[config.mk]
export PLATFORM = sky130hd
export DESIGN_NAME = sys_ctrl_bus_regs
export DESIGN_NICKNAME = d
export VERILOG_FILES = /design/src/rtl/sys_ctrl_bus_regs.sv
export SDC_FILE = /design/constraint.sdc
export NUM_CORES = 1
export LEC_CHECK = 0
export ABC_AREA = 1
export BUFFER_PORTS_ARGS = -buffer_cell sky130_fd_sc_hd__clkbuf_2
export CAP_MARGIN = 20
export CELL_PAD_IN_SITES_DETAIL_PLACEMENT = 1
export CELL_PAD_IN_SITES_GLOBAL_PLACEMENT = 2
export CORE_MARGIN = 2
export CORE_UTILIZATION = 32
export DETAILED_ROUTE_END_ITERATION = 10
export PLACE_DENSITY = 0.87
export SYNTH_ARGS = -nofsm -noshare
export SYNTH_HDL_FRONTEND = slang
export SYNTH_SLANG_ARGS = --single-unit
[constraint.sdc]
create_clock -name clk -period 2.9 [get_ports clk]
set_input_delay 0.435 -clock clk [delete_from_list [all_inputs] [get_ports clk]]
set_output_delay 0.435 -clock clk [all_outputs]
set_load 0.05 [all_outputs]
[src/rtl/sys_ctrl_bus_regs.sv]
// Bus-side sys_ctrl configuration registers with shadowed muxsplit/vref and break-before-make commit.
// Optional: define SYS_CTRL_BUS_REGS_LOCK_EN to turn word 5 into a sticky write lock.
module sys_ctrl_bus_regs #(
    parameter int BBM_CYCLES  = 4,
    parameter int SYNC_STAGES = 2
) (
    input  logic        clk,
    input  logic        rst,
    input  logic        req,
    input  logic        we,
    input  logic [4:0]  addr,
    input  logic [31:0] wdata,
    output logic        ack,
    output logic [31:0] rdata,
    output logic        err,
    output logic [23:0] bus_muxsplit_sw,
    output logic        bus_vref_e_vrefgen_en,
    output logic        bus_vref_w_vrefgen_en,
    output logic [4:0]  bus_vref_e_ref_sel,
    output logic [4:0]  bus_vref_w_ref_sel,
    output logic        bus_user_ahb_enable,
    output logic [15:0] bus_user_irqs_enable,
    output logic [5:0]  bus_sio_cfg,
    input  logic        bus_mgmt_select
);

    localparam logic [7:0] BBM_LOAD = (BBM_CYCLES > 0) ? 8'(BBM_CYCLES - 1) : 8'd0;

    typedef enum logic [1:0] {ST_IDLE, ST_BREAK, ST_APPLY} state_t;

    state_t                 state, state_nxt;
    logic [7:0]             cnt, cnt_nxt;
    logic [23:0]            mux_shadow, mux_pend, mux_live;
    logic [11:0]            vref_shadow, vref_pend, vref_live;
    logic [SYNC_STAGES-1:0] sync_q;
    logic [2:0]             widx;
    logic                   accept, wr_ok, busy, locked, illegal, start;
    logic [31:0]            rd_val;
    logic                   unused_addr_bits;

    assign widx             = addr[4:2];
    assign unused_addr_bits = ^addr[1:0];
    assign accept           = req && !ack;
    assign busy             = (state != ST_IDLE);
    assign wr_ok            = accept && we && !illegal;
    assign start            = wr_ok && (widx == 3'd3) && wdata[0];

`ifdef SYS_CTRL_BUS_REGS_LOCK_EN
    logic lock_q;
    always_ff @(posedge clk) begin
        if (rst)
            lock_q <= 1'b0;
        else if (wr_ok && widx == 3'd5 && wdata[7:0] == 8'hA5)
            lock_q <= 1'b1;
    end
    assign locked = lock_q;
`else
    assign locked = 1'b0;
`endif

    // Read mux and illegal-access decode; err is only emitted when accepted.
    always_comb begin
        rd_val  = '0;
        illegal = 1'b0;
        case (widx)
            3'd0: begin
                rd_val  = {8'd0, mux_shadow};
                illegal = we && locked;
            end
            3'd1: begin
                rd_val  = {20'd0, vref_shadow};
                illegal = we && locked;
            end
            3'd2: begin
                rd_val  = {bus_user_irqs_enable, 9'd0, bus_sio_cfg, bus_user_ahb_enable};
                illegal = we && locked;
            end
            3'd3: begin
                rd_val  = {31'd0, busy};
                illegal = we && (locked || (wdata[0] && busy));
            end
            3'd4: begin
                rd_val  = {31'd0, sync_q[SYNC_STAGES-1]};
                illegal = we;
            end
`ifdef SYS_CTRL_BUS_REGS_LOCK_EN
            3'd5: rd_val = {31'd0, lock_q};
`endif
            default: illegal = 1'b1;
        endcase
    end

    always_ff @(posedge clk) begin
        if (rst) begin
            ack                  <= 1'b0;
            err                  <= 1'b0;
            rdata                <= '0;
            mux_shadow           <= '0;
            mux_pend             <= '0;
            mux_live             <= '0;
            vref_shadow          <= '0;
            vref_pend            <= '0;
            vref_live            <= '0;
            bus_user_ahb_enable  <= 1'b0;
            bus_sio_cfg          <= '0;
            bus_user_irqs_enable <= '0;
        end else begin
            ack   <= accept;
            err   <= accept && illegal;
            rdata <= (accept && !we) ? rd_val : '0;
            if (wr_ok && widx == 3'd0) mux_shadow  <= wdata[23:0];
            if (wr_ok && widx == 3'd1) vref_shadow <= wdata[11:0];
            if (wr_ok && widx == 3'd2) begin
                bus_user_ahb_enable  <= wdata[0];
                bus_sio_cfg          <= wdata[6:1];
                bus_user_irqs_enable <= wdata[31:16];
            end
            // Snapshot at commit so shadow writes during the sequence wait for the next commit.
            if (start) begin
                mux_pend  <= mux_shadow;
                vref_pend <= vref_shadow;
            end
            if (state == ST_APPLY) begin
                mux_live  <= mux_pend;
                vref_live <= vref_pend;
            end
        end
    end

    always_ff @(posedge clk) begin
        if (rst) begin
            state  <= ST_IDLE;
            cnt    <= '0;
            sync_q <= '0;
        end else begin
            state  <= state_nxt;
            cnt    <= cnt_nxt;
            sync_q <= {sync_q[SYNC_STAGES-2:0], bus_mgmt_select};
        end
    end

    always_comb begin
        state_nxt = state;
        cnt_nxt   = cnt;
        case (state)
            ST_IDLE: begin
                if (start) begin
                    state_nxt = (BBM_CYCLES == 0) ? ST_APPLY : ST_BREAK;
                    cnt_nxt   = BBM_LOAD;
                end
            end
            ST_BREAK: begin
                if (cnt == 8'd0) state_nxt = ST_APPLY;
                else             cnt_nxt   = cnt - 8'd1;
            end
            ST_APPLY: state_nxt = ST_IDLE;
            default:  state_nxt = ST_IDLE;
        endcase
    end

    assign bus_muxsplit_sw = (state == ST_BREAK) ? '0 : mux_live;
    assign {bus_vref_w_ref_sel, bus_vref_e_ref_sel,
            bus_vref_w_vrefgen_en, bus_vref_e_vrefgen_en} = vref_live;

endmodule

==> flow_metrics.py <==
metrics = {
    "outcome": {
        "status": "finished, final reports clean",
    },
    "clock_network": {
        "cts_buffers": 17,
        "postCtsHoldBufs": 0,
        "clk_path_buf_depth": 2,
        "cts_resized": 0,
        "root_buffer": "clkbuf_16",
        "path_clk_slew_ns": 0.06,
        "postCtsSetupBuffers": 0,
        "clk_latency_ns": 0.43,
        "htreeDepth": 4,
        "cts.sinks": 177,
        "cts_tree": "yes",
    },
    "global_route": {
        "grt_max_degree": 65,
        "grt_pass1_wl_um": 31430,
        "grt_pass1_vias": 6151,
        "grt_use_total_pct": 17.45,
        "antenna_found_initial": 1,
        "overflow": 0,
    },
    "synthesis": {
        "yosysSeqAreaShare_pct": 50.77,
        "synth_edf_count": 0,
        "synth_nets": 1056,
        "ys_warn_count": 0,
        "syn_avg_cell_area_um2": 6.896,
        "ys_types": 28,
        "synth_cells": 1012,
        "synth_flop_cell": "dfxtp_1",
        "async_flop_share_pct": 0,
        "synth_seq_cells": 177,
        "syn-cell-area_mm2": 0.006979,
    },
    "timing": {
        "relSlewSlack_pct": 65.42,
        "rsz0062_at_grt": "false",
        "fin_crit_ns": 2.048,
        "hold_viol_final": 0,
        "finClkSkew_ns": 0.01573,
        "worst_pin_slew_ns": 0.5175,
        "period_share_pct": 70.61,
        "setup-violations-final": 0,
        "drv_slew": 0,
        "tns_ns": 0,
        "fmax_mhz": 488.4,
        "setup_slack_ns": 0.8523,
    },
    "drt": {
        "drtPass1Iterations": 4,
        "post_drt_wl_per_cell_um": 13.47,
        "drt-initial-drc-count": 252,
        "viasPerCell": 4.402,
        "route.detailed.drc": 0,
        "num_vias": 6255,
        "ant_nets": 0,
        "wirelength_um": 19150,
    },
    "placed_design": {
        "port-buffer-count": 132,
        "dp_slack_ns": 0.9051,
        "place_hpwl_um": 13320,
        "gp_congestion": 0.7862,
        "place_area_mm2": 0.007918,
    },
    "floorplan": {
        "initial_core_util_pct": 32.28,
        "io_pins": 135,
        "rows": 54,
        "die_y_um": 151.7,
        "die_area_mm2": 0.02301,
        "die_w_um": 151.7,
        "coreArea_mm2": 0.02162,
    },
    "setup_path": {
        "critPathCaptureType": "primary output",
        "path_class": "register to primary output",
        "path_max_fanout": 29,
        "worstPathRequired_ns": 2.47,
        "startpoint_type": "register",
        "critPathArrivalTime_ns": 1.61,
    },
    "layout": {
        "antennaDiodeCount": 0,
        "fin_area_mm2": 0.008442,
        "area_growth_syn_to_layout_pct": 20.96,
        "layout-drive-gt1-share_pct": 16.48,
        "layout_commonest_cell": "nand2_1",
        "mostFrequentLayoutCells": "nand2_1, nor2_1, dfxtp_1",
        "final_nets": 1173,
        "final_util_pct": 39.05,
    },
    "min_path": {
        "hold_path.class": "input pin to register",
    },
    "power": {
        "peakVddDrop_mv": 0.3816,
        "p_leak_nw": 4.412,
        "totalPowerFinal_w": 0.004723,
        "power.density_mw_per_mm2": 559.5,
    },
    "flow_run": {
        "max_cap_violations": 0,
    },
}
cells in the mapped netlist, types with 2 or more instances:
library cell / n / area share, %
nand2_1: 256 / 14
nand4_1: 7 / 0.63
o21ai_0: 40 / 2.9
inv_2: 3 / 0.16
nand3_1: 13 / 0.93
a21oi_1: 55 / 3.9
buf_6: 2 / 0.32
clkbuf_1: 29 / 1.6
nor2_1: 234 / 13
buf_4: 3 / 0.32
dfxtp_1: 177 / 51
ha_1: 2 / 0.36
buf_2: 16 / 1.1
o221ai_1: 4 / 0.50
o22ai_1: 2 / 0.18
nor3_1: 16 / 1.1
inv_1: 142 / 7.6
layout make-up:
cell class	count	area [µm²]
fillers	2815	13180
repair buffers	149	813.3
flip-flops and latches	177	3543
clock inverters	10	63.81
well taps	280	350.3
multi-input cells	638	2660
clock buffers	21	460.4
inverters	146	550.5
registers in the layout (all words and copies together), names as in the netlist:
signal and cells:
cnt 8, rdata 32, sync_q 2, bus_sio_cfg 6, bus_user_ahb_enable 1, bus_user_irqs_enable 16
mux_live 24, ack 1, err 1, mux_pend 24, vref_live 12, state 2
vref_shadow 12, vref_pend 12, mux_shadow 24
stage by stage:
| stage | hold WS (ns) | instances |
|---|---|---|
| finish | 0.2208 | 1421 |
| global route | 0.2208 | 1421 |
| CTS | 0.2039 | 1421 |
| detailed placement | 0.4010 | 1390 |
| global placement | 0.3948 | 1390 |
| floorplan | 0.3883 | 1012 |
critical path: stages, from the launching register on:
cell and delay, ns:
dfxtp_1 0.37, inv_1 0.08, nor2_2 0.07, buf_4 0.31
nor2_1 0.10, clkbuf_2 0.25
path summary, 6_finish.rpt:
kind	start	end	slack (ns)	cells after the start
worst min register to register	sync_q[0]	sync_q[1]	0.41	2
worst max-delay path	state[0]	bus_muxsplit_sw[2]	0.85	5
worst max register to register	ack	rdata[15]	1.17	8
worst min-delay path	bus_mgmt_select	sync_q[0]	0.22	3
kinds of logic after synthesis:
logic type	Yosys count	synth area share [%]
DFF	177	50.77
AOI/OAI and AO/OA	102	7.583
adders and majority gates	2	0.3585
xor gates and xnor gates	2	0.2510
and+or+nand+nor	532	29.78
buffers and inverters	197	11.26
report_power, final:
group          total (W)  internal, W  switching [W]
Clock            0.00207      0.00113       0.000941
Sequential       0.00246      0.00245      0.0000105
Combinational   0.000195    0.0000539       0.000141
per-layer routing:
metal / vias up / global-route usage [%] / wire length [µm]
met4: 2 / 5.509 / 197
met2: 101 / 27.00 / 8413
li1: 3271 / - / -
met5: - / 0 / 15
met1: 2867 / 23.62 / 9451
met3: 14 / 4.820 / 1069
No activity file was read; power rests on OpenSTA's default activity.
